File: src/rtl/step_ctrl_pkg.sv
// Shared types and constants for the step/run enable controller.
package step_ctrl_pkg;

    // Controller state: single-step on button presses, or free-running on the prescaler.
    typedef enum logic {
        S_STEP = 1'b0,
        S_RUN  = 1'b1
    } state_t;

    // Flops in each raw-input synchronizer chain.
    localparam int SYNC_DEPTH = 2;

endpackage

File: src/rtl/step_ctrl_debounce.sv
// Synchronizer plus debouncer for one raw board input; output is the accepted stable level.
module debounce
    import step_ctrl_pkg::*;
#(
    parameter int DB_CYCLES = 1_000_000
) (
    input  logic clock,
    input  logic reset,
    input  logic raw_i,
    output logic stable_o
);

    localparam int CW = $clog2(DB_CYCLES + 1);

    logic [SYNC_DEPTH-1:0] sync_q;
    logic                  synced;
    logic                  stable_q, stable_d;
    logic [CW-1:0]         cnt_q, cnt_d;

    assign synced   = sync_q[SYNC_DEPTH-1];
    assign stable_o = stable_q;

    // Bring the asynchronous input into the clock domain.
    always_ff @(posedge clock or posedge reset) begin
        if (reset) sync_q <= '0;
        else       sync_q <= {sync_q[SYNC_DEPTH-2:0], raw_i};
    end

    // Count consecutive disagreeing cycles; accept the new level once the count has reached DB_CYCLES.
    always_comb begin
        stable_d = stable_q;
        cnt_d    = cnt_q + 1'b1;
        if (synced == stable_q) begin
            cnt_d = '0;
        end else if (cnt_q == CW'(DB_CYCLES)) begin
            stable_d = synced;
            cnt_d    = '0;
        end
    end

    // Debounce state registers.
    always_ff @(posedge clock or posedge reset) begin
        if (reset) begin
            stable_q <= 1'b0;
            cnt_q    <= '0;
        end else begin
            stable_q <= stable_d;
            cnt_q    <= cnt_d;
        end
    end

endmodule

File: src/rtl/step_ctrl.sv
// Produces the single-cycle enable strobe for the event counter: one pulse per clean
// button press in STEP mode, one pulse every DIV clocks in RUN mode.
module step_ctrl
    import step_ctrl_pkg::*;
#(
    parameter int DIV       = 100_000_000,
    parameter int DB_CYCLES = 1_000_000
) (
    input  logic clock,
    input  logic reset,
    input  logic btn_raw,
    input  logic run_sw,
    output logic enable,
    output logic run_active
);

    localparam int PW = $clog2(DIV);

    logic          btn_db, run_db;
    logic          btn_prev_q;
    logic          btn_rise;
    logic          tick;
    logic [PW-1:0] pre_q, pre_d;
    state_t        state_q;
    logic          enable_q, run_active_q;

    debounce #(.DB_CYCLES(DB_CYCLES)) u_btn_db (
        .clock    (clock),
        .reset    (reset),
        .raw_i    (btn_raw),
        .stable_o (btn_db)
    );

    debounce #(.DB_CYCLES(DB_CYCLES)) u_run_db (
        .clock    (clock),
        .reset    (reset),
        .raw_i    (run_sw),
        .stable_o (run_db)
    );

    assign btn_rise   = btn_db & ~btn_prev_q;
    assign tick       = (state_q == S_RUN) && (pre_q == PW'(DIV - 1));
    assign enable     = enable_q;
    assign run_active = run_active_q;

    // Previous debounced button level for press detection; release is ignored.
    always_ff @(posedge clock or posedge reset) begin
        if (reset) btn_prev_q <= 1'b0;
        else       btn_prev_q <= btn_db;
    end

    // Prescaler idles at zero outside RUN so every entry into RUN starts a full period.
    always_comb begin
        pre_d = pre_q + 1'b1;
        if (state_q != S_RUN || tick) pre_d = '0;
    end

    // Prescaler register.
    always_ff @(posedge clock or posedge reset) begin
        if (reset) pre_q <= '0;
        else       pre_q <= pre_d;
    end

    // Mode FSM with registered enable and run_active; the enable rule also gates on the
    // debounced switch so a press or tick coinciding with a mode change is dropped.
    always_ff @(posedge clock or posedge reset) begin
        if (reset) begin
            state_q      <= S_STEP;
            enable_q     <= 1'b0;
            run_active_q <= 1'b0;
        end else begin
            case (state_q)
                S_STEP: begin
                    enable_q <= btn_rise & ~run_db;
                    if (run_db) begin
                        state_q      <= S_RUN;
                        run_active_q <= 1'b1;
                    end
                end
                S_RUN: begin
                    enable_q <= tick & run_db;
                    if (!run_db) begin
                        state_q      <= S_STEP;
                        run_active_q <= 1'b0;
                    end
                end
                default: begin
                    state_q      <= S_STEP;
                    enable_q     <= 1'b0;
                    run_active_q <= 1'b0;
                end
            endcase
        end
    end

endmodule

File: config.mk
export PLATFORM = sky130hd
export DESIGN_NAME = step_ctrl
export DESIGN_NICKNAME = d
export VERILOG_FILES = /design/src/rtl/step_ctrl_pkg.sv /design/src/rtl/step_ctrl_debounce.sv /design/src/rtl/step_ctrl.sv
export SDC_FILE = /design/constraint.sdc
export NUM_CORES = 1
export LEC_CHECK = 0
export ABC_AREA = 1
export BUFFER_PORTS_ARGS = -buffer_cell sky130_fd_sc_hd__buf_2
export CAP_MARGIN = 20
export CORE_MARGIN = 8
export CORE_UTILIZATION = 25
export CTS_BUF_LIST = sky130_fd_sc_hd__clkbuf_4 sky130_fd_sc_hd__clkbuf_8
export CTS_CLUSTER_DIAMETER = 60
export DETAILED_ROUTE_END_ITERATION = 7
export PLACE_DENSITY = 0.49
export SLEW_MARGIN = 20
export SYNTH_ARGS = -nofsm -noshare
export SYNTH_HDL_FRONTEND = slang
export SYNTH_HIERARCHICAL = 1
export SYNTH_SLANG_ARGS = --single-unit
File: constraint.sdc
create_clock -name clock -period 1.4 [get_ports clock]
set_input_delay 0.07 -clock clock [delete_from_list [all_inputs] [get_ports clock]]
set_output_delay 0.07 -clock clock [all_outputs]
set_load 0.03 [all_outputs]
==> impl_table.tex <==
\begin{tabular}{lr}
\hline
Metric & Value \\
\hline
\multicolumn{2}{l}{\textbf{Status}} \\
\quad Run status & completed \\
\multicolumn{2}{l}{\textbf{Timing}} \\
\quad Worst slew margin relative to its limit & 79.4\% \\
\quad Hold Fails Final Rpt & 0 \\
\quad Maximum achievable frequency & 721 MHz \\
\quad Crit share post-route & 99.1\% \\
\quad Transition at the pin with the smallest max-transition slack & 0.308 ns \\
\quad Unrepaired setup endpoints after global routing & yes \\
\quad Post-layout min period & 1.39 ns \\
\quad Fin. max-slew vios & 0 \\
\quad Worst hold slack across all endpoints & 0.281 ns \\
\quad Setup violations, final & 0 \\
\quad Clock skew & 0.00838 ns \\
\multicolumn{2}{l}{\textbf{Clock tree}} \\
\quad Number of buffers inserted during clock tree synthesis & 9 \\
\quad H-tree depth & 3 \\
\quad Register clock-pin slew on the reported worst setup and hold paths & 0.09 ns \\
\quad Root buffer selected by CTS & sky130\_fd\_sc\_hd\_\_clkbuf\_8 \\
\quad Max Root-Sink Buffers & 2 \\
\quad Clock Sinks & 77 \\
\quad Source-to-sink clock delay at the later pin of the worst-skew pair & 0.37 ns \\
\quad CTS tree & built \\
\multicolumn{2}{l}{\textbf{Setup path}} \\
\quad Largest fanout of any net on the critical path & 8 \\
\quad Critical Path AT & 1.64 ns \\
\quad Required @ worst endpoint & 1.65 ns \\
\quad Delay of the slowest cell on the worst path & 0.40 ns \\
\quad Crit path top cell by count & sky130\_fd\_sc\_hd\_\_nand2\_4 \\
\quad Origin of the critical flop-to-flop path & pre\_q[1] \\
\quad CP Capture Point & pre\_q[2] \\
\quad Worst flop-to-flop path endpoint & pre\_q[2] \\
\quad Worst r2r path cells & 9 \\
\quad Crit path launch type & flop \\
\quad Kind of capture point of the worst setup path & flop \\
\quad CP cell instances & ha\_4 > nand3\_4 > inv\_4 > nand2\_4 > nor2\_4 > nand2\_2 > nand2\_4 > clkbuf\_16 > nor2\_2 \\
\quad Standard cell with the maximum stage delay on the critical path & sky130\_fd\_sc\_hd\_\_dfrtp\_1 \\
\quad Worst Setup SP & pre\_q[1] \\
\quad Crit Path Category & reg2reg \\
\quad Setup slack of the worst register-to-register path & 0.01 ns \\
\multicolumn{2}{l}{\textbf{Synth}} \\
\quad Async S/R FF share, synth & 100\% \\
\quad Dominant cell type by area after synthesis & sky130\_fd\_sc\_hd\_\_dfrtp\_1 \\
\quad Post-synth net total & 594 \\
\quad Post-synthesis instance area & 4380 um2 \\
\quad Post-Synthesis Cells & 585 \\
\quad Count of warnings emitted by yosys & 6 \\
\quad Fraction of post-synthesis cell area in the top cell type by area & 44.0\% \\
\quad Post-synth cell types & 26 \\
\quad Top FF cell, synth & sky130\_fd\_sc\_hd\_\_dfrtp\_1 \\
\quad Cell types occupying the most area after synthesis & sky130\_fd\_sc\_hd\_\_dfrtp\_1 44\%, sky130\_fd\_sc\_hd\_\_nor2\_1 13\%, sky130\_fd\_sc\_hd\_\_nand2\_1 12\% \\
\quad Mean instance size in the synthesized netlist & 7.49 um2 \\
\quad \#FFs+latches synth & 77 \\
\quad Post-synth EDFFs & 0 \\
\quad Proportion of synthesized chip area in sequential cells & 44.0\% \\
\multicolumn{2}{l}{\textbf{Die}} \\
\quad Number of top-level design ports & 6 \\
\quad Initial Utilization & 25.4\% \\
\quad Number of cell rows & 48 \\
\quad Die outline area & 22000 um2 \\
\quad Horiz. Die Dim & 148 um \\
\quad Vert. Die Dim & 148 um \\
\quad Core area & 17200 um2 \\
\multicolumn{2}{l}{\textbf{Placed design}} \\
\quad Number of buffers added on ports & 5 \\
\quad HPWL reported at the end of detailed placement & 7620 um \\
\quad Cell area after placement & 4970 um2 \\
\quad Number of placed cells counting well taps & 848 \\
\quad Final GP Congestion & 0.844 \\
\multicolumn{2}{l}{\textbf{Run}} \\
\quad Number of max-cap violations & 0 \\
\multicolumn{2}{l}{\textbf{Routing}} \\
\quad Detailed Routing Iterations Pass 1 & 4 \\
\quad Total met3 wirelength after detailed routing & 315 um \\
\quad Average wire length per cell after detail routing & 11.7 um \\
\quad Final ANT Viol Nets & 0 \\
\quad Total wirelength of the detailed-routed design & 10300 um \\
\quad DRC & 0 \\
\quad Met1 WL & 4840 um \\
\quad Vias/cell & 4.21 \\
\quad Number of vias in the routed layout & 3713 \\
\quad Initial drt markers & 193 \\
\quad Highest signal layer in the routed design & met4 \\
\quad Met2 layer wire length in the routed design & 4960 um \\
\multicolumn{2}{l}{\textbf{Finish}} \\
\quad Post-layout nets & 661 \\
\quad Final Non-Filler Cells & 881 \\
\quad Most used cells in the layout excluding fill and tap cells & 127 x sky130\_fd\_sc\_hd\_\_nand2\_1, 103 x sky130\_fd\_sc\_hd\_\_nor2\_1, 70 x sky130\_fd\_sc\_hd\_\_dfrtp\_1 \\
\quad Diodes inserted & 0 \\
\quad Most common library cell in the layout ignoring fill and taps & sky130\_fd\_sc\_hd\_\_nand2\_1 \\
\quad Final instance area & 5740 um2 \\
\quad Share of final-layout standard cells stronger than drive strength 1 & 31.3\% \\
\quad Area growth, synth to finish & 30.9\% \\
\multicolumn{2}{l}{\textbf{Power and ir drop}} \\
\quad Total power per unit cell area & 730 nW/um2 \\
\quad Cell leakage power & 0.00230 uW \\
\quad VDD IR max & 0.000536 V \\
\multicolumn{2}{l}{\textbf{Worst hold path}} \\
\quad Hold/Removal Path Class & in2async \\
\multicolumn{2}{l}{\textbf{GRT}} \\
\quad Wire length of the first global-routing pass & 17100 um \\
\quad Initial antenna violation count & 0 \\
\quad Pin count of the biggest net entering global routing & 24 \\
\quad GRT Overall Usage & 9.77\% \\
\quad Vias in the first global route & 3527 \\
\quad Leftover overflow at the end of global routing & 0 \\
\hline
\end{tabular}
## worst max-delay path: cells and delay by family (launching register included)
kind	cells	cell delay [ns]
flops	1	0.40
fa+ha+maj	1	0.16
simple gates	6	0.46
buf+inv	2	0.25
## logic make-up (layout without fill, tap and decap cells)
group	after synthesis	count (layout)	synth area share [%]
simple gates	381	381	38.6
compound gates	21	21	2.51
buf+inv	65	136	5.91
flops	77	77	44.0
fa+ha+maj	6	6	1.66
xor+xnor	35	35	7.34
## cells in the mapped netlist, types with 3 or more instances
cell,count
sky130_fd_sc_hd__a21oi_1,9
sky130_fd_sc_hd__dfrtp_1,77
sky130_fd_sc_hd__ha_1,5
sky130_fd_sc_hd__inv_1,54
sky130_fd_sc_hd__inv_2,7
sky130_fd_sc_hd__nand2_1,139
sky130_fd_sc_hd__nand2_2,11
sky130_fd_sc_hd__nand2_4,4
sky130_fd_sc_hd__nand3_1,40
sky130_fd_sc_hd__nand3_2,3
sky130_fd_sc_hd__nand4_1,7
sky130_fd_sc_hd__nor2_1,149
sky130_fd_sc_hd__nor2_2,10
sky130_fd_sc_hd__nor2_4,9
sky130_fd_sc_hd__nor3_1,6
sky130_fd_sc_hd__o21ai_1,8
sky130_fd_sc_hd__xnor2_1,14
sky130_fd_sc_hd__xor2_1,19
## layout make-up
class	count	area [um2]
Clock buffer	10	138
Clock inverter	5	60.1
Fill cell	1841	11500
Inverter	63	239
Multi-Input combinational cell	443	2600
Sequential cell	77	1940
Tap cell	225	282
Timing Repair Buffer	58	480
## sequential cells by signal, indices dropped and copies added (netlist names)
signal and cells:
u_run_db/sync_q 2, pre_q 27, state_q 1, u_run_db/stable_o 1
btn_prev_q 1, u_btn_db/cnt_q 20, run_active 1, u_btn_db/sync_q 2
enable 1, u_btn_db/stable_o 1, u_run_db/cnt_q 20
## where the power goes
part	leakage [uW]	switching [uW]	internal (uW)
logic	0.00115	105	69.1
registers	0.00105	29.2	2240
clock network	0.0000987	874	869
total	0.00230	1010	3180
## repair_timing
item	in CTS	in global routing
gates cloned	0	1
pin swaps	5	34
buffers inserted	0	14
endpoints found under the setup margin	20	56
hold buffers	3	0
resized for setup	6	110
endpoints found under the hold margin	79	0
## metrics by stage
| step | utilization (%) | power (uW) | setup WS [ns] | setup TNS, ns |
|---|---|---|---|---|
| global route | 33.3 | 4380 | -0.0878 | -2.41 |
| floorplan | - | 2390 | 0.0109 | 0 |
| global placement | 28.8 | 2460 | 0.000947 | 0 |
| finish | 33.3 | 4190 | 0.0124 | 0 |
| detailed placement | 28.8 | 2460 | -0.0202 | -0.0913 |
| CTS | 30.3 | 4260 | 0.000502 | 0 |
## worst min path at each step
stage	start	end	slack [ns]	depth (start not counted)
floorplan	reset	u_btn_db/cnt_q[0]	0.07	1
global placement	reset	btn_prev_q	0.14	3
detailed placement	reset	state_q	0.14	3
CTS	reset	state_q	0.27	4
global route	reset	btn_prev_q	0.31	4
finish	reset	btn_prev_q	0.28	4
## routing by layer
layer	up-vias	track usage, %
li1	1938	-
met1	1733	12.4
met2	32	15.8
met3	10	2.49
met4	0	3.37
met5	-	0
(Power assumes the default switching activity.)
